`src/rtl/ex_mem_reg_pkg.sv`:
```
// ---------------------------------------------------------------------------
// ex_mem_reg_pkg
// Shared definitions for the dual-issue EX/MEM pipeline register:
//   - default widths for data, address and register-file index
//   - number of issue slots
//   - load-type and store-type encodings carried down the pipe
// ---------------------------------------------------------------------------
package ex_mem_reg_pkg;

   localparam int EMR_DATA_WIDTH    = 32;
   localparam int EMR_ADDR_WIDTH    = 32;
   localparam int EMR_RF_ADDR_WIDTH = 5;
   localparam int NUM_SLOTS         = 2;

   typedef enum logic [2:0] {
      LD_NONE = 3'd0,
      LD_LB   = 3'd1,
      LD_LH   = 3'd2,
      LD_LW   = 3'd3,
      LD_LBU  = 3'd4,
      LD_LHU  = 3'd5
   } ld_type_e;

   typedef enum logic [1:0] {
      ST_NONE = 2'd0,
      ST_SB   = 2'd1,
      ST_SH   = 2'd2,
      ST_SW   = 2'd3
   } st_type_e;

endpackage

```
`src/rtl/ex_mem_reg_st_align.sv`:
```
// ---------------------------------------------------------------------------
// ex_mem_reg_st_align
// Combinational store lane alignment and access misalignment detection for
// one issue slot.
//   st_type_i   store type (none/SB/SH/SW)
//   ld_type_i   load type (none/LB/LH/LW/LBU/LHU)
//   off_i       low two address bits (byte offset within the word)
//   rs2_i       raw store data
//   data_o      store data replicated onto every byte/half lane
//   mask_o      byte enables; zero for no store or a misaligned store
//   misalign_o  halfword/word access not naturally aligned (ungated)
// ---------------------------------------------------------------------------
module ex_mem_reg_st_align
   import ex_mem_reg_pkg::*;
#(
   parameter int DATA_WIDTH = EMR_DATA_WIDTH
)
(
   input  logic [1:0]            st_type_i,
   input  logic [2:0]            ld_type_i,
   input  logic [1:0]            off_i,
   input  logic [DATA_WIDTH-1:0] rs2_i,
   output logic [DATA_WIDTH-1:0] data_o,
   output logic [3:0]            mask_o,
   output logic                  misalign_o
);

   logic half_acc;
   logic word_acc;
   logic st_misalign;

   always_comb begin
      half_acc    = (st_type_i == ST_SH) || (ld_type_i == LD_LH) || (ld_type_i == LD_LHU);
      word_acc    = (st_type_i == ST_SW) || (ld_type_i == LD_LW);
      misalign_o  = (half_acc && off_i[0]) || (word_acc && (off_i != 2'd0));
      st_misalign = ((st_type_i == ST_SH) && off_i[0]) ||
                    ((st_type_i == ST_SW) && (off_i != 2'd0));

      data_o = rs2_i;
      mask_o = 4'b0000;
      case (st_type_i)
         ST_SB: begin
            // Byte copied to all lanes so the mask alone selects the lane.
            data_o = {(DATA_WIDTH/8){rs2_i[7:0]}};
            mask_o = 4'b0001 << off_i;
         end
         ST_SH: begin
            data_o = {(DATA_WIDTH/16){rs2_i[15:0]}};
            mask_o = 4'b0011 << off_i;
         end
         ST_SW: begin
            data_o = rs2_i;
            mask_o = 4'b1111;
         end
         default: begin
            data_o = rs2_i;
            mask_o = 4'b0000;
         end
      endcase

      // A misaligned store must not write anything; the trap path takes over.
      if (st_misalign) begin
         mask_o = 4'b0000;
      end
   end

endmodule

```
`src/rtl/ex_mem_reg.sv`:
```
// ---------------------------------------------------------------------------
// ex_mem_reg
// Dual-issue EX/MEM pipeline register. Captures both EX slots, applies
// hold (Mem_StallReq), flush (Flush) and bubble (EX_StallReq), squashes
// slot 1 behind a taken slot-0 branch, and produces a one-cycle registered
// fetch redirect plus aligned store data / byte mask / misalign flags.
// Ports:
//   clk, rst                      clock, asynchronous active-high reset
//   EX_* / IDEX_* _0/_1           per-slot inputs from EX and ID/EX
//   EX_StallReq, Mem_StallReq     bubble request, hold request
//   Flush                         trap/CSR flush
//   ExMem_* _0/_1                 registered per-slot outputs to MEM
//   ExMem_Redirect(PC)            single-cycle redirect pulse and target
// ---------------------------------------------------------------------------
module ex_mem_reg
   import ex_mem_reg_pkg::*;
#(
   parameter int DATA_WIDTH    = EMR_DATA_WIDTH,
   parameter int ADDR_WIDTH    = EMR_ADDR_WIDTH,
   parameter int RF_ADDR_WIDTH = EMR_RF_ADDR_WIDTH
)
(
   input  logic                     clk,
   input  logic                     rst,
   input  logic [DATA_WIDTH-1:0]    EX_AluData_0,
   input  logic [DATA_WIDTH-1:0]    EX_AluData_1,
   input  logic                     EX_BranchFlag_0,
   input  logic                     EX_BranchFlag_1,
   input  logic [ADDR_WIDTH-1:0]    EX_BranchPC_0,
   input  logic [ADDR_WIDTH-1:0]    EX_BranchPC_1,
   input  logic                     EX_LdStFlag_0,
   input  logic                     EX_LdStFlag_1,
   input  logic [DATA_WIDTH-1:0]    IDEX_Rs2Data_0,
   input  logic [DATA_WIDTH-1:0]    IDEX_Rs2Data_1,
   input  logic [2:0]               IDEX_LdType_0,
   input  logic [2:0]               IDEX_LdType_1,
   input  logic [1:0]               IDEX_StType_0,
   input  logic [1:0]               IDEX_StType_1,
   input  logic [RF_ADDR_WIDTH-1:0] IDEX_RdAddr_0,
   input  logic [RF_ADDR_WIDTH-1:0] IDEX_RdAddr_1,
   input  logic                     IDEX_WbRdEn_0,
   input  logic                     IDEX_WbRdEn_1,
   input  logic                     IDEX_Valid_0,
   input  logic                     IDEX_Valid_1,
   input  logic                     EX_StallReq,
   input  logic                     Mem_StallReq,
   input  logic                     Flush,
   output logic                     ExMem_Valid_0,
   output logic                     ExMem_Valid_1,
   output logic [DATA_WIDTH-1:0]    ExMem_AluData_0,
   output logic [DATA_WIDTH-1:0]    ExMem_AluData_1,
   output logic [RF_ADDR_WIDTH-1:0] ExMem_RdAddr_0,
   output logic [RF_ADDR_WIDTH-1:0] ExMem_RdAddr_1,
   output logic                     ExMem_WbRdEn_0,
   output logic                     ExMem_WbRdEn_1,
   output logic [2:0]               ExMem_LdType_0,
   output logic [2:0]               ExMem_LdType_1,
   output logic [DATA_WIDTH-1:0]    ExMem_StData_0,
   output logic [DATA_WIDTH-1:0]    ExMem_StData_1,
   output logic [3:0]               ExMem_ByteMask_0,
   output logic [3:0]               ExMem_ByteMask_1,
   output logic                     ExMem_Misalign_0,
   output logic                     ExMem_Misalign_1,
   output logic                     ExMem_Redirect,
   output logic [ADDR_WIDTH-1:0]    ExMem_RedirectPC
);

   // Per-slot views of the flat input ports so both slots share one generate body.
   logic [DATA_WIDTH-1:0]    alu_in   [NUM_SLOTS];
   logic                     ldst_in  [NUM_SLOTS];
   logic [DATA_WIDTH-1:0]    rs2_in   [NUM_SLOTS];
   logic [2:0]               ld_in    [NUM_SLOTS];
   logic [1:0]               st_in    [NUM_SLOTS];
   logic [RF_ADDR_WIDTH-1:0] rd_in    [NUM_SLOTS];
   logic                     wb_in    [NUM_SLOTS];
   logic                     slot_vld [NUM_SLOTS];

   assign alu_in[0]  = EX_AluData_0;
   assign alu_in[1]  = EX_AluData_1;
   assign ldst_in[0] = EX_LdStFlag_0;
   assign ldst_in[1] = EX_LdStFlag_1;
   assign rs2_in[0]  = IDEX_Rs2Data_0;
   assign rs2_in[1]  = IDEX_Rs2Data_1;
   assign ld_in[0]   = IDEX_LdType_0;
   assign ld_in[1]   = IDEX_LdType_1;
   assign st_in[0]   = IDEX_StType_0;
   assign st_in[1]   = IDEX_StType_1;
   assign rd_in[0]   = IDEX_RdAddr_0;
   assign rd_in[1]   = IDEX_RdAddr_1;
   assign wb_in[0]   = IDEX_WbRdEn_0;
   assign wb_in[1]   = IDEX_WbRdEn_1;

   // Slot 1 is younger: a taken slot-0 branch kills it.
   assign slot_vld[0] = IDEX_Valid_0;
   assign slot_vld[1] = IDEX_Valid_1 & ~(IDEX_Valid_0 & EX_BranchFlag_0);

   // Bubble and flush have identical effect on the register contents.
   logic kill;
   assign kill = Flush | EX_StallReq;

   genvar gi;
   generate
      for (gi = 0; gi < NUM_SLOTS; gi++) begin : g_slot
         logic [DATA_WIDTH-1:0]    st_data_c;
         logic [3:0]               mask_c;
         logic                     mis_c;

         logic                     valid_q;
         logic [DATA_WIDTH-1:0]    alu_q;
         logic [RF_ADDR_WIDTH-1:0] rd_q;
         logic                     wb_q;
         logic [2:0]               ld_q;
         logic [DATA_WIDTH-1:0]    st_data_q;
         logic [3:0]               mask_q;
         logic                     mis_q;

         ex_mem_reg_st_align #(
            .DATA_WIDTH (DATA_WIDTH)
         ) u_st_align (
            .st_type_i  (st_in[gi]),
            .ld_type_i  (ld_in[gi]),
            .off_i      (alu_in[gi][1:0]),
            .rs2_i      (rs2_in[gi]),
            .data_o     (st_data_c),
            .mask_o     (mask_c),
            .misalign_o (mis_c)
         );

         always_ff @(posedge clk or posedge rst) begin
            if (rst) begin
               valid_q   <= 1'b0;
               alu_q     <= '0;
               rd_q      <= '0;
               wb_q      <= 1'b0;
               ld_q      <= '0;
               st_data_q <= '0;
               mask_q    <= '0;
               mis_q     <= 1'b0;
            end else if (!Mem_StallReq) begin
               if (kill) begin
                  // Payload fields are left as-is; valid=0 makes them don't-care.
                  valid_q <= 1'b0;
                  wb_q    <= 1'b0;
                  mask_q  <= '0;
                  mis_q   <= 1'b0;
               end else begin
                  valid_q   <= slot_vld[gi];
                  alu_q     <= alu_in[gi];
                  rd_q      <= rd_in[gi];
                  wb_q      <= wb_in[gi] & slot_vld[gi];
                  ld_q      <= ld_in[gi];
                  st_data_q <= st_data_c;
                  mask_q    <= slot_vld[gi] ? mask_c : 4'b0000;
                  mis_q     <= slot_vld[gi] & ldst_in[gi] & mis_c;
               end
            end
         end
      end
   endgenerate

   // Redirect: oldest taken branch among the captured valid slots.
   logic                  redirect_d;
   logic [ADDR_WIDTH-1:0] redirect_pc_d;
   logic                  redirect_q;
   logic [ADDR_WIDTH-1:0] redirect_pc_q;

   always_comb begin
      redirect_d    = 1'b0;
      redirect_pc_d = redirect_pc_q;
      if (slot_vld[0] && EX_BranchFlag_0) begin
         redirect_d    = 1'b1;
         redirect_pc_d = EX_BranchPC_0;
      end else if (slot_vld[1] && EX_BranchFlag_1) begin
         redirect_d    = 1'b1;
         redirect_pc_d = EX_BranchPC_1;
      end
   end

   always_ff @(posedge clk or posedge rst) begin
      if (rst) begin
         redirect_q    <= 1'b0;
         redirect_pc_q <= '0;
      end else if (Mem_StallReq || kill) begin
         // Pulse never repeats while held; target stays for observability.
         redirect_q <= 1'b0;
      end else begin
         redirect_q    <= redirect_d;
         redirect_pc_q <= redirect_pc_d;
      end
   end

   assign ExMem_Valid_0    = g_slot[0].valid_q;
   assign ExMem_Valid_1    = g_slot[1].valid_q;
   assign ExMem_AluData_0  = g_slot[0].alu_q;
   assign ExMem_AluData_1  = g_slot[1].alu_q;
   assign ExMem_RdAddr_0   = g_slot[0].rd_q;
   assign ExMem_RdAddr_1   = g_slot[1].rd_q;
   assign ExMem_WbRdEn_0   = g_slot[0].wb_q;
   assign ExMem_WbRdEn_1   = g_slot[1].wb_q;
   assign ExMem_LdType_0   = g_slot[0].ld_q;
   assign ExMem_LdType_1   = g_slot[1].ld_q;
   assign ExMem_StData_0   = g_slot[0].st_data_q;
   assign ExMem_StData_1   = g_slot[1].st_data_q;
   assign ExMem_ByteMask_0 = g_slot[0].mask_q;
   assign ExMem_ByteMask_1 = g_slot[1].mask_q;
   assign ExMem_Misalign_0 = g_slot[0].mis_q;
   assign ExMem_Misalign_1 = g_slot[1].mis_q;
   assign ExMem_Redirect   = redirect_q;
   assign ExMem_RedirectPC = redirect_pc_q;

endmodule
```
`config.mk`:
```
export PLATFORM = sky130hd
export DESIGN_NAME = ex_mem_reg
export DESIGN_NICKNAME = d
export VERILOG_FILES = /design/src/rtl/ex_mem_reg_pkg.sv /design/src/rtl/ex_mem_reg_st_align.sv /design/src/rtl/ex_mem_reg.sv
export SDC_FILE = /design/constraint.sdc
export NUM_CORES = 1
export LEC_CHECK = 0
export CELL_PAD_IN_SITES_DETAIL_PLACEMENT = 0
export CELL_PAD_IN_SITES_GLOBAL_PLACEMENT = 1
export CORE_ASPECT_RATIO = 1.5
export CORE_MARGIN = 2
export CORE_UTILIZATION = 29
export DETAILED_ROUTE_END_ITERATION = 12
export PLACE_DENSITY = 0.84
export SYNTH_ARGS = -nofsm -noshare
export SYNTH_HDL_FRONTEND = slang
export SYNTH_SLANG_ARGS = --single-unit
```
`constraint.sdc`:
```
create_clock -name clk -period 7.9 [get_ports clk]
set_input_delay 1.975 -clock clk [delete_from_list [all_inputs] [get_ports clk]]
set_output_delay 1.975 -clock clk [all_outputs]
set_load 0.02 [all_outputs]
```
# After elaboration in Yosys (flattened, before gate mapping)
# Index checks and enable logic that the tools add are counted.
# word_totals
inputBits,225
elab_cells,94
ff_bits,191
# classes
muxes,21
n_shift,4
eq_ne,12
n_bitwise,13
n_reduce_logical,26
# ops
operator,n
$pmux 32 s2,2
$mux 32,2
$mux 4,6
$pmux 4 s3,2
$eq 3x2->1 const B,4
$logic_or 1x1->1,11
$logic_and 1x1->1,10
$mux 1,9
$and 1x1->1,8
$eq 2x2->1 const B,4
$shl 1x2->4 const A,2
$shl 2x2->4 const A,2
$eq 3x3->1 const B,2
$reduce_bool 2->1,3
$eq 2x1->1 const B,2
$not 1->1,4
$reduce_and 2->1,2
$or 1x1->1,1

# Logic depth before layout (Yosys ltp)
# Gate-level depths: netlist (run 1).
# depth
depth_word,7
ltp_mapped,7
mapped_depth_nobuf,5

# Modules after synthesis
# Synthesis (run 1) repeated with hierarchy kept, for this count alone.
# hier_totals
cells_unflattened,643
area_unflattened_um2,8690.8
# by_module_without_submodules
mod,area_per_inst_um2,n_inst,cells_each
ex_mem_reg,7417.1,1,445
ex_mem_reg_st_align,636.9,2,99

# Worst setup path after synthesis (run 1)
# No wires, ideal clock.
# synth_timing
path_type,input -> register
startpoint,input port Mem_StallReq
endpoint,register redirect_pc_q[12] (netlist: ExMem_RedirectPC[12])
arrival_ns,3.336
t_required_ns,7.775
cell_stages,6
n_path_buf,3
setup_slack_ns,4.440
path_cell_list,buf_2 > or3_1 > buf_2 > a21oi_4 > buf_6 > mux2_2
# synth_via
elab_chain_len,3
# synth_lines
element,line,rtl
"start, declared",ex_mem_reg.sv:46,"input logic Mem_StallReq,"
$logic_or 1x1->1,ex_mem_reg.sv:183,end else if (Mem_StallReq || kill) begin
$not 1->1 (no line),n/a,
$reduce_and 2->1 (no line),n/a,
"end signal, assigned",ex_mem_reg.sv:188,redirect_pc_q <= redirect_pc_d;
"end, declared",ex_mem_reg.sv:165,logic [ADDR_WIDTH-1:0] redirect_pc_q;
# No other way between the ends.
# A chain may end at the register's enable or synchronous reset.

# Final worst setup path (run 1)
# layout_timing
startpoint,input port Mem_StallReq
endpoint,register g_slot[1].st_data_q[22] (netlist: ExMem_StData_1[22])
# layout_via
elab_chain_len,2
# layout_lines
element,line,rtl
$not 1->1 (no line),n/a,
$reduce_and 2->1 (no line),n/a,
"end signal, assigned",ex_mem_reg.sv:152,st_data_q <= st_data_c;
"end, declared",ex_mem_reg.sv:113,logic [DATA_WIDTH-1:0] st_data_q;
# No other way between the ends.

==> impl_metrics.sql, run 1 <==
INSERT INTO impl_metrics (metric_group, metric, value, unit) VALUES
('synth', 'synth_enable_flop_cells', '0', ''),
('synth', 'syn-instance-count', '831', ''),
('die', 'std_cell_rows', '75', ''),
('clock_network', 'cts.sink_count', '191', ''),
('place', 'buffer_ports.inserted', '415', ''),
('grt', 'number_of_antenna_violations_at_the_first_check_in_global_routing', '4', ''),
('route', 'finalWirelength', '30.23', 'mm'),
('timing', 'final_hold_viol_count', '0', ''),
('die', 'die-width', '141.6', 'um'),
('route', 'wl_per_cell', '19.12', 'um'),
('run', 'maxCapViolations', '0', ''),
('synth', 'ys_seq_elements', '191', ''),
('critical_path', 'critical_path.reg2reg.endpoint', 'ExMem_RedirectPC[16]', ''),
('critical_path', 'start_kind', 'input port', ''),
('worst_hold_path', 'whs_endpoint', 'ExMem_StData_0[15]', ''),
('synth', 'synth.avg_cell_area', '9.913', 'um2'),
('route', 'route.vias.total', '7468', ''),
('pwr', 'powerDensity', '234.0', 'mW/mm2'),
('die', 'die-area', '0.02980', 'mm2'),
('synth', 'synthesis.area', '0.008238', 'mm2'),
('critical_path', 'largest_fanout_on_the_critical_path', '96', ''),
('worst_hold_path', 'holdCritPathClass', 'register to register', ''),
('grt', 'first_pass_grt_wire_length', '45.60', 'mm'),
('timing', 'report.final.setup_viol', '0', ''),
('timing', 'fmaxAchievable', '196.7', 'MHz'),
('grt', 'grt_remaining_overflow', '0', ''),
('finish', 'final_layout_size_suffix_gt1_share', '8.678', '%'),
('clock_network', 'cts_root_buf', 'sky130_fd_sc_hd__clkbuf_16', ''),
('synth', 'synth_seq_area_share', '58.02', '%'),
('critical_path', 'critPathArrivalTime', '5.41', 'ns'),
('synth', 'number_of_nets_produced_by_synthesis', '1064', ''),
('clock_network', 'postCtsHoldBufs', '0', ''),
('synth', 'synth-async-reset-ratio', '100.0', '%'),
('die', 'die_height', '210.4', 'um'),
('synth', 'count_of_yosys_warnings_during_synthesis', '0', ''),
('clock_network', 'cts_max_level', '4', ''),
('place', 'hpwl', '22.37', 'mm'),
('route', 'drt_pass1_iterations', '5', ''),
('finish', 'area_delta_synth_final', '60.75', '%'),
('clock_network', 'cts.clk_slew.worst_paths', '0.07', 'ns'),
('timing', 'maxSlewHeadroom', '31.38', '%'),
('grt', 'grt_start_max_net_pins', '134', ''),
('critical_path', 'required', '8.23', 'ns'),
('timing', 'maxSlewViolCount', '0', ''),
('timing', 'final.setup_skew', '0', 'ns'),
('timing', 'setup_total_neg_slack', '0', 'ns'),
('place', 'place_congestion', '0.8834', ''),
('pwr', 'max-vdd-ir-drop', '0.1519', 'mV'),
('route', 'route.detailed.vias_per_inst', '4.724', ''),
('route', 'dr.first_iter.drc_count', '463', ''),
('critical_path', 'worst_setup_path_end_kind', 'register', ''),
('route', 'route.antenna.remaining_nets', '0', ''),
('clock_network', 'cts-root-to-sink-buffers', '2', ''),
('worst_hold_path', 'holdPathStages', '2', ''),
('clock_network', 'ctsResizeCount', '0', ''),
('clock_network', 'tritoncts_buffer_count', '17', ''),
('timing', 'final.hold.worst_slack', '0.4743', 'ns'),
('timing', 'grt_setup_unrepaired', 'false', ''),
('grt', 'grt_util_all_layers', '20.22', '%'),
('grt', 'first_global_vias', '7622', ''),
('synth', 'synthDistinctLibCells', '39', ''),
('timing', 'period_minus_slack', '5.084', 'ns'),
('critical_path', 'path_class', 'input port to register', ''),
('timing', 'max_slew.worst_pin.slew', '1.027', 'ns'),
('worst_hold_path', 'hold_start', 'ExMem_StData_0[15]', ''),
('die', 'initial_core_util', '29.46', '%'),
('finish', 'nNetsFinal', '1453', ''),
('finish', 'filler_cell_count', '2674', ''),
('clock_network', 'postCtsSetupBuffers', '0', ''),
('timing', 'final_min_period_over_clock_period', '64.35', '%'),
('run_status', 'outcome', 'finished, final reports clean', ''),
('critical_path', 'worstRegToRegCells', '1', ''),
('critical_path', 'rr_startpoint', 'ExMem_RedirectPC[16]', ''),
('critical_path', 'ff2ff_setup_slack', '7.07', 'ns'),
('clock_network', 'clock_insertion_delay_worst_skew', '0.45', 'ns'),
('synth', 'ys.flop_type', 'sky130_fd_sc_hd__dfrtp_1', ''),
('route', 'drc', '0', ''),
('clock_network', 'cts_tree', 'done', ''),
('pwr', 'p_leak', '5.939', 'nW'),
('die', 'io_pins', '416', ''),
('die', 'fp.coreArea', '0.02796', 'mm2');
[through the flow]
step                setup WS [ns]  power, mW  utilization [%]  instances  instance area [um2]
finish                      2.816      3.099            47.36       1581                13240
global route                2.626      3.244            47.36       1581                13240
CTS                         2.852      3.138            47.34       1579                13240
detailed placement          2.370      2.272            45.30       1547                12670
global placement            2.409      2.257            45.30       1547                12670
floorplan                  0.7262      1.696                -        831                 8238
[per-layer routing]
layer  part of all wire (%)  vias up  GRT usage, %
met2                     53      239         35.34
met3                    5.3       40         3.953
met1                     40     3631         24.41
li1                       -     3554             -
met4                    2.2        4         8.000
met5                  0.086        -             0
[sequential cells by signal, indices dropped and copies added (netlist names), 4 cells and up]
name,flops
ExMem_ByteMask_1,4
ExMem_RdAddr_0,5
ExMem_StData_1,32
ExMem_AluData_0,32
ExMem_RedirectPC,32
ExMem_StData_0,32
ExMem_AluData_1,32
ExMem_RdAddr_1,5
ExMem_ByteMask_0,4
[logic make-up (layout without fill, tap and decap cells)]
kind of cell	Yosys count	in the layout	share of synthesized area (%)
and+or+nand+nor	405	405	19.32
other	0	2	0
buffers and inverters	62	464	3.220
adders and majority gates	8	8	1.215
AOI/OAI and AO/OA	101	101	9.478
muxes	64	64	8.748
DFF	191	191	58.02
[critical path, stage by stage]
cell and delay [ns]:
sky130_fd_sc_hd__clkdlybuf4s50_1 0.86, sky130_fd_sc_hd__or3_4 0.87, sky130_fd_sc_hd__buf_4 0.87, sky130_fd_sc_hd__nor2_1 0.35, sky130_fd_sc_hd__a221o_1 0.39
[how the worst max path moves through the flow]
stage / startpoint / endpoint / slack [ns] / depth (start not counted)
after floorplan: rst / ExMem_AluData_0[0] / 0.73 / 1
after global placement: Mem_StallReq / ExMem_StData_1[21] / 2.41 / 5
after detailed placement: Mem_StallReq / ExMem_StData_1[19] / 2.37 / 5
after CTS: Mem_StallReq / ExMem_StData_1[22] / 2.85 / 5
after global routing: Mem_StallReq / ExMem_StData_1[20] / 2.63 / 5
final: Mem_StallReq / ExMem_StData_1[22] / 2.82 / 5
[power by group]
part | total, mW | switching (mW) | internal, mW
combinational | 1.00 | 0.503 | 0.501
sequential | 1.24 | 0.0946 | 1.15
clock | 0.851 | 0.386 | 0.466
total | 3.10 | 0.983 | 2.12
[cell type report]
cell class	count	area, um2	area share (%)
Antenna cell	2	5.005	0.03779
Clock inverter	10	86.33	0.6519
Sequential cell	191	4780	36.09
Clock buffer	22	484.2	3.656
Multi-Input combinational cell	578	3203	24.19
Inverter	10	45.04	0.3401
Tap cell	346	432.9	3.269
Timing Repair Buffer	422	4207	31.76
[cell usage after synthesis (3+ instances only)]
| cell | instances | area, um2 |
|---|---|---|
| sky130_fd_sc_hd__a21oi_1 | 4 | 20.02 |
| sky130_fd_sc_hd__a221o_1 | 8 | 80.08 |
| sky130_fd_sc_hd__a221oi_1 | 24 | 210.2 |
| sky130_fd_sc_hd__and3_1 | 8 | 50.05 |
| sky130_fd_sc_hd__and3b_1 | 4 | 35.03 |
| sky130_fd_sc_hd__buf_2 | 8 | 40.04 |
| sky130_fd_sc_hd__buf_6 | 3 | 33.78 |
| sky130_fd_sc_hd__clkbuf_1 | 39 | 146.4 |
| sky130_fd_sc_hd__dfrtp_1 | 191 | 4780 |
| sky130_fd_sc_hd__ha_1 | 8 | 100.1 |
| sky130_fd_sc_hd__inv_1 | 10 | 37.54 |
| sky130_fd_sc_hd__mux2_2 | 64 | 720.7 |
| sky130_fd_sc_hd__nand2_1 | 334 | 1254 |
| sky130_fd_sc_hd__nor2_1 | 49 | 183.9 |
| sky130_fd_sc_hd__o21a_1 | 3 | 22.52 |
| sky130_fd_sc_hd__o21ai_0 | 13 | 65.06 |
| sky130_fd_sc_hd__o31ai_1 | 34 | 255.2 |
[placed cells by master, fill, tap and decap left out, types with 5 or more instances in the layout]
master                            Yosys  layout
sky130_fd_sc_hd__clkdlybuf4s50_1      0     415
sky130_fd_sc_hd__nand2_1            334     334
sky130_fd_sc_hd__dfrtp_1            191     191
sky130_fd_sc_hd__mux2_2              64      64
sky130_fd_sc_hd__nor2_1              49      49
sky130_fd_sc_hd__o31ai_1             34      34
sky130_fd_sc_hd__a221oi_1            24      24
sky130_fd_sc_hd__clkbuf_16            0      17
sky130_fd_sc_hd__o21ai_0             13      13
sky130_fd_sc_hd__inv_1               10       9
sky130_fd_sc_hd__and3_1               8       8
sky130_fd_sc_hd__a221o_1              8       8
sky130_fd_sc_hd__ha_1                 8       8
sky130_fd_sc_hd__buf_4                0       7
sky130_fd_sc_hd__clkinv_2             0       5
(Power assumes the default switching activity.)
==> run 2, diff against run 1 <==
--- a/config.mk
+++ b/config.mk
@@ -9,9 +9,9 @@
 export CELL_PAD_IN_SITES_GLOBAL_PLACEMENT = 1
 export CORE_ASPECT_RATIO = 1.5
 export CORE_MARGIN = 2
-export CORE_UTILIZATION = 29
+export CORE_UTILIZATION = 26
 export DETAILED_ROUTE_END_ITERATION = 12
-export PLACE_DENSITY = 0.84
+export PLACE_DENSITY = 0.8
 export SYNTH_ARGS = -nofsm -noshare
 export SYNTH_HDL_FRONTEND = slang
 export SYNTH_SLANG_ARGS = --single-unit
==> constraint.sdc (replaced) <==
create_clock -name clk -period 4.2 [get_ports clk]
set_input_delay 1.05 -clock clk [delete_from_list [all_inputs] [get_ports clk]]
set_output_delay 1.05 -clock clk [all_outputs]
set_load 0.02 [all_outputs]
==> run 2 against run 1 <==
Against the previous run:
- sequential power is 89% higher
- routed wire length is 0.61% higher
- clock skew stayed put
- flip-flop and latch count stayed put
- global-route usage is 1.7 points lower
- largest cell class unchanged
==> impl_metrics.sql, run 2 (same netlist as run 1, synthesis figures left out) <==
INSERT INTO impl_metrics (metric_group, metric, value, unit) VALUES
('clock_network', 'cts.clk_slew.worst_paths', '0.07', 'ns'),
('place', 'buffer_ports.inserted', '415', ''),
('finish', 'commonest_cells_after_routing_fill_and_taps_aside', 'sky130_fd_sc_hd__clkdlybuf4s50_1, sky130_fd_sc_hd__nand2_1, sky130_fd_sc_hd__dfrtp_1', ''),
('critical_path', 'largest_fanout_on_the_critical_path', '86', ''),
('critical_path', 'rr_startpoint', 'ExMem_StData_1[23]', ''),
('pwr', 'powerDensity', '444.8', 'mW/mm2'),
('critical_path', 'start_kind', 'input port', ''),
('timing', 'final_hold_viol_count', '0', ''),
('grt', 'number_of_antenna_violations_at_the_first_check_in_global_routing', '0', ''),
('worst_hold_path', 'holdPathStages', '2', ''),
('critical_path', 'required', '4.53', 'ns'),
('clock_network', 'postCtsSetupBuffers', '0', ''),
('route', 'drc', '0', ''),
('timing', 'final_min_period_over_clock_period', '70.27', '%'),
('finish', 'design_area', '0.01348', 'mm2'),
('critical_path', 'worstRegToRegCells', '1', ''),
('run_status', 'outcome', 'finished, final reports clean', ''),
('route', 'route.detailed.vias_per_inst', '4.502', ''),
('clock_network', 'cts_tree', 'done', ''),
('timing', 'final.setup_skew', '0', 'ns'),
('finish', 'multi_input_comb_area', '0.003203', 'mm2'),
('finish', 'filler_cell_count', '3071', ''),
('pwr', 'max-vdd-ir-drop', '0.2660', 'mV'),
('worst_hold_path', 'whs_endpoint', 'ExMem_AluData_0[4]', ''),
('timing', 'setup_total_neg_slack', '0', 'ns'),
('place', 'place_area', '0.01285', 'mm2'),
('route', 'route.antenna.remaining_nets', '0', ''),
('timing', 'maxSlewViolCount', '0', ''),
('timing', 'period_minus_slack', '2.951', 'ns'),
('timing', 'fmaxAchievable', '338.9', 'MHz'),
('route', 'dr.first_iter.drc_count', '391', ''),
('critical_path', 'critical_path.top_delay_family', 'buffers and inverters', ''),
('die', 'die-width', '149.3', 'um'),
('timing', 'maxSlewHeadroom', '27.16', '%'),
('critical_path', 'worst_path_largest_cell_delay', '0.69', 'ns'),
('clock_network', 'cts-root-to-sink-buffers', '2', ''),
('grt', 'grt_util_all_layers', '18.50', '%'),
('grt', 'first_global_vias', '7721', ''),
('timing', 'final_critical_path_setup_slack', '1.249', 'ns'),
('clock_network', 'tritoncts_buffer_count', '17', ''),
('die', 'die_height', '222.0', 'um'),
('clock_network', 'cts_root_buf', 'sky130_fd_sc_hd__clkbuf_16', ''),
('die', 'fp.coreArea', '0.03114', 'mm2'),
('grt', 'grt_start_max_net_pins', '87', ''),
('worst_hold_path', 'hold_start', 'ExMem_AluData_0[4]', ''),
('route', 'finalWirelength', '30.42', 'mm'),
('finish', 'area_delta_synth_final', '63.61', '%'),
('critical_path', 'cell_with_the_largest_stage_delay_on_the_worst_path', 'sky130_fd_sc_hd__buf_4', ''),
('worst_hold_path', 'holdCritPathClass', 'register to register', ''),
('clock_network', 'ctsResizeCount', '0', ''),
('critical_path', 'path_class', 'input port to register', ''),
('finish', 'non_filler_instance_count_after_layout', '1645', ''),
('critical_path', 'critical_path.reg2reg.endpoint', 'ExMem_StData_1[23]', ''),
('clock_network', 'cts.sink_count', '191', ''),
('timing', 'max_slew.worst_pin.slew', '1.077', 'ns'),
('critical_path', 'cp_num_buf_inv', '2', ''),
('finish', 'final_layout_size_suffix_gt1_share', '9.274', '%'),
('die', 'std_cell_rows', '79', ''),
('finish', 'nNetsFinal', '1460', ''),
('place', 'dpl.cell_count', '1613', ''),
('grt', 'first_pass_grt_wire_length', '46.49', 'mm'),
('timing', 'grt_setup_unrepaired', 'false', ''),
('finish', 'antenna_cells_inserted', '0', ''),
('grt', 'grt_remaining_overflow', '0', ''),
('run', 'maxCapViolations', '0', ''),
('place', 'hpwl', '23.32', 'mm'),
('clock_network', 'cts_max_level', '4', ''),
('critical_path', 'path_cells', 'clkdlybuf4s50_1 -> or3_4 -> buf_4 -> nor2_1 -> a221o_1', ''),
('die', 'initial_core_util', '26.46', '%'),
('timing', 'report.final.setup_viol', '0', ''),
('route', 'wl_per_cell', '18.49', 'um'),
('die', 'die-area', '0.03315', 'mm2'),
('finish', 'final_common_cell', 'sky130_fd_sc_hd__clkdlybuf4s50_1', ''),
('critical_path', 'worst_setup_path_end_kind', 'register', ''),
('route', 'route.vias.total', '7405', ''),
('finish', 'area_taken_by_flip_flops_and_latches', '0.004780', 'mm2'),
('critical_path', 'critPathArrivalTime', '3.28', 'ns'),
('clock_network', 'clock_insertion_delay_worst_skew', '0.45', 'ns'),
('clock_network', 'postCtsHoldBufs', '0', ''),
('pwr', 'p_leak', '6.017', 'nW'),
('route', 'drt_pass1_iterations', '5', ''),
('place', 'place_congestion', '0.9152', ''),
('critical_path', 'ff2ff_setup_slack', '3.36', 'ns'),
('die', 'io_pins', '416', ''),
('place', 'placement.setup.worst_slack', '0.7743', 'ns');
[run 2: changes by cell type in the layout (fill, tap and decap cells not counted)]
cell | previous run | this run
sky130_fd_sc_hd__buf_12 | 0 | 5
sky130_fd_sc_hd__buf_4 | 7 | 9
sky130_fd_sc_hd__bufinv_16 | 1 | 4
sky130_fd_sc_hd__clkbuf_1 | 1 | 0
sky130_fd_sc_hd__clkbuf_8 | 4 | 1
sky130_fd_sc_hd__diode_2 | 2 | 0
sky130_fd_sc_hd__inv_6 | 0 | 2
sky130_fd_sc_hd__inv_8 | 1 | 0
[run 2: layout make-up]
type	instances	share of cell area, %
flip-flops and latches	191	35.46
repair buffers	429	32.06
multi-input cells	578	23.77
well taps	405	3.760
clock buffers	18	3.258
clock inverters	14	1.383
inverters	10	0.3064
[run 2: worst min-delay path, delay by kind of cell (launching register included)]
kind,cells,cell delay [ns]
simple gates,2,0.10
flops,1,0.34
[run 2: worst max-delay path by stage]
| stage | start | end | slack, ns | depth (start not counted) |
|---|---|---|---|---|
| 5_1_grt | Flush | ExMem_StData_1[23] | 1.12 | 5 |
| 4_1_cts | EX_StallReq | ExMem_StData_1[23] | 1.28 | 5 |
| 6_report | EX_StallReq | ExMem_StData_1[23] | 1.25 | 5 |
| 3_5_place_dp | EX_StallReq | ExMem_StData_1[23] | 0.77 | 5 |
| 3_3_place_gp | EX_StallReq | ExMem_StData_1[20] | 0.82 | 5 |
| 2_1_floorplan | rst | ExMem_AluData_0[0] | 0.69 | 1 |
[run 2: per-layer routing]
metal	GRT usage, %	wire [um]	vias to the layer above
li1	-	-	3565
met1	22.29	12510	3593
met2	32.54	15820	214
met3	4.074	1465	33
met4	5.868	623	0
met5	0	0	-
[run 2: report_power, final]
group          total [mW]  switching (mW)  internal, mW  leakage, nW
Combinational        1.89           0.938         0.952         3.32
Clock                1.76           0.752          1.01        0.306
Sequential           2.34           0.180          2.16         2.39
Total                6.00            1.87          4.13         6.02
[run 2: per-stage QoR]
stage	util (%)	power, mW	hold WS, ns
2_1_floorplan	-	3.191	0.5888
3_3_place_gp	41.28	4.258	0.4578
3_5_place_dp	41.28	4.288	0.4615
4_1_cts	43.29	6.074	0.4788
5_1_grt	43.29	6.285	0.4951
6_report	43.29	5.996	0.4742
==> run 3, diff against run 2 <==
==> constraint.sdc (replaced) <==
create_clock -name clk -period 2.5 [get_ports clk]
set_input_delay 0.625 -clock clk [delete_from_list [all_inputs] [get_ports clk]]
set_output_delay 0.625 -clock clk [all_outputs]
set_load 0.02 [all_outputs]
==> run 3 against run 2 <==
Against the previous run:
- worst hold slack lost 0.00075 ns
- non-clock buffer count grew 20
- critical path type is now register to output pin
- flip-flop and latch count is the same
==> impl_metrics.sql, run 3 (same netlist as run 1, synthesis figures left out) <==
INSERT INTO impl_metrics (metric_group, metric, value, unit) VALUES
('critical_path', 'critical_path.reg2reg.endpoint', 'ExMem_StData_1[20]', ''),
('pwr', 'p_leak', '6.111', 'nW'),
('pwr', 'totalPowerFinal', '9.845', 'mW'),
('critical_path', 'critical_path.top_delay_family', 'buffers and inverters', ''),
('clock_network', 'cts_root_buf', 'sky130_fd_sc_hd__clkbuf_16', ''),
('clock_network', 'postCtsSetupBuffers', '0', ''),
('run_status', 'outcome', 'finished, final reports clean', ''),
('clock_network', 'cts-root-to-sink-buffers', '2', ''),
('timing', 'maxSlewViolCount', '0', ''),
('clock_network', 'cts_max_level', '4', ''),
('finish', 'final_common_cell', 'sky130_fd_sc_hd__clkdlybuf4s50_1', ''),
('critical_path', 'path_cells', 'clkdlybuf4s50_1', ''),
('die', 'fp.coreArea', '0.03114', 'mm2'),
('clock_network', 'cts.clk_slew.worst_paths', '0.07', 'ns'),
('grt', 'grt_remaining_overflow', '0', ''),
('grt', 'first_global_vias', '7740', ''),
('critical_path', 'path_class', 'register to output pin', ''),
('worst_hold_path', 'whs_endpoint', 'ExMem_StData_1[3]', ''),
('grt', 'number_of_antenna_violations_at_the_first_check_in_global_routing', '0', ''),
('timing', 'grt_setup_unrepaired', 'false', ''),
('critical_path', 'ff2ff_setup_slack', '1.68', 'ns'),
('die', 'die_height', '222.0', 'um'),
('run', 'maxCapViolations', '0', ''),
('timing', 'final_min_period_over_clock_period', '86.36', '%'),
('critical_path', 'worst_setup_path_end_kind', 'output pin', ''),
('critical_path', 'cp_num_buf_inv', '1', ''),
('timing', 'setup_total_neg_slack', '0', 'ns'),
('die', 'die-width', '149.3', 'um'),
('finish', 'nNetsFinal', '1480', ''),
('route', 'drc', '0', ''),
('critical_path', 'critPathArrivalTime', '1.53', 'ns'),
('finish', 'commonest_cells_after_routing_fill_and_taps_aside', 'sky130_fd_sc_hd__clkdlybuf4s50_1, sky130_fd_sc_hd__nand2_1, sky130_fd_sc_hd__dfrtp_1', ''),
('timing', 'final.hold.worst_slack', '0.4734', 'ns'),
('clock_network', 'ctsResizeCount', '0', ''),
('pwr', 'powerDensity', '721.2', 'mW/mm2'),
('finish', 'multi_input_comb_area', '0.003203', 'mm2'),
('critical_path', 'worstRegToRegCells', '1', ''),
('route', 'route.vias.total', '7632', ''),
('die', 'std_cell_rows', '79', ''),
('finish', 'area_taken_by_flip_flops_and_latches', '0.004780', 'mm2'),
('finish', 'antenna_cells_inserted', '0', ''),
('timing', 'max_slew.worst_pin.slew', '0.6445', 'ns'),
('die', 'initial_core_util', '26.46', '%'),
('grt', 'grt_util_all_layers', '18.59', '%'),
('route', 'finalWirelength', '30.80', 'mm'),
('timing', 'report.final.setup_viol', '0', ''),
('worst_hold_path', 'hold_start', 'ExMem_StData_1[3]', ''),
('route', 'route.antenna.remaining_nets', '0', ''),
('clock_network', 'clock_insertion_delay_worst_skew', '0.44', 'ns'),
('finish', 'area_delta_synth_final', '65.72', '%'),
('clock_network', 'cts.sink_count', '191', ''),
('place', 'place_congestion', '0.8816', ''),
('timing', 'maxSlewHeadroom', '56.95', '%'),
('critical_path', 'required', '1.88', 'ns'),
('critical_path', 'rr_startpoint', 'ExMem_StData_1[20]', ''),
('critical_path', 'cell_with_the_largest_stage_delay_on_the_worst_path', 'sky130_fd_sc_hd__clkdlybuf4s50_1', ''),
('route', 'drt_pass1_iterations', '5', ''),
('clock_network', 'tritoncts_buffer_count', '17', ''),
('critical_path', 'largest_fanout_on_the_critical_path', '2', ''),
('timing', 'fmaxAchievable', '463.2', 'MHz'),
('clock_network', 'cts_tree', 'done', ''),
('grt', 'grt_start_max_net_pins', '104', ''),
('die', 'io_pins', '416', ''),
('finish', 'filler_cell_count', '2972', ''),
('pwr', 'max-vdd-ir-drop', '0.4961', 'mV'),
('worst_hold_path', 'holdPathStages', '2', ''),
('clock_network', 'postCtsHoldBufs', '0', ''),
('place', 'hpwl', '24.06', 'mm'),
('route', 'dr.first_iter.drc_count', '354', ''),
('critical_path', 'start_kind', 'register', ''),
('grt', 'first_pass_grt_wire_length', '46.42', 'mm'),
('route', 'route.detailed.vias_per_inst', '4.584', ''),
('critical_path', 'worst_path_largest_cell_delay', '0.66', 'ns'),
('route', 'wl_per_cell', '18.50', 'um'),
('timing', 'final.setup_skew', '0', 'ns'),
('timing', 'final_hold_viol_count', '0', ''),
('die', 'die-area', '0.03315', 'mm2'),
('timing', 'period_minus_slack', '2.159', 'ns'),
('finish', 'final_layout_size_suffix_gt1_share', '10.40', '%'),
('place', 'buffer_ports.inserted', '415', ''),
('worst_hold_path', 'holdCritPathClass', 'register to register', '');
run 3: cell count changes in the layout (fill, tap and decap cells not counted):
cell                         before  now
sky130_fd_sc_hd__bufinv_16        4    1
sky130_fd_sc_hd__buf_4            9   22
sky130_fd_sc_hd__clkinv_2         5    2
sky130_fd_sc_hd__clkbuf_8         1    3
sky130_fd_sc_hd__clkbuf_1         0    4
sky130_fd_sc_hd__clkinvlp_4       3    4
sky130_fd_sc_hd__buf_12           5   12
sky130_fd_sc_hd__clkinv_4         1    0
run 3: worst max-delay path by stage:
stage                              from             endpoint  cells after the start
global placement       IDEX_StType_0[0]   ExMem_StData_0[14]                      6
detailed placement     IDEX_StType_0[0]    ExMem_StData_0[9]                      6
CTS                 ExMem_ByteMask_1[0]  ExMem_ByteMask_1[0]                      1
global route           IDEX_StType_0[0]   ExMem_StData_0[26]                      6
floorplan                           rst   ExMem_AluData_0[0]                      1
finish              ExMem_ByteMask_1[0]  ExMem_ByteMask_1[0]                      1
run 3: area by class of cell:
type | instances | area share [%]
tap | 405 | 3.712
clock buffer | 24 | 3.529
inverter | 10 | 0.3024
multi-input combinational | 578 | 23.46
timing repair buffer | 449 | 33.40
sequential | 191 | 35.01
clock inverter | 8 | 0.5866
run 3: power by group:
part           switching, mW  internal, mW
Sequential             0.306          3.63
Combinational           1.59          1.63
Clock                   1.23          1.46
run 3: through the flow:
step / utilization, % / std cells / area [um2] / setup slack [ns]
2_1_floorplan: - / 831 / 8242 / -0.5874
3_5_place_dp: 42.04 / 1633 / 13090 / -0.06017
3_3_place_gp: 42.04 / 1633 / 13090 / 0.01108
5_1_grt: 43.85 / 1665 / 13650 / 0.2418
4_1_cts: 43.85 / 1665 / 13650 / 0.3000
6_report: 43.85 / 1665 / 13650 / 0.3411
run 3: routing by layer:
layer	wire (um)	GRT usage [%]
met1	11990	21.74
met2	16520	33.51
met3	1660	3.436
met4	629	6.790
met5	0	0
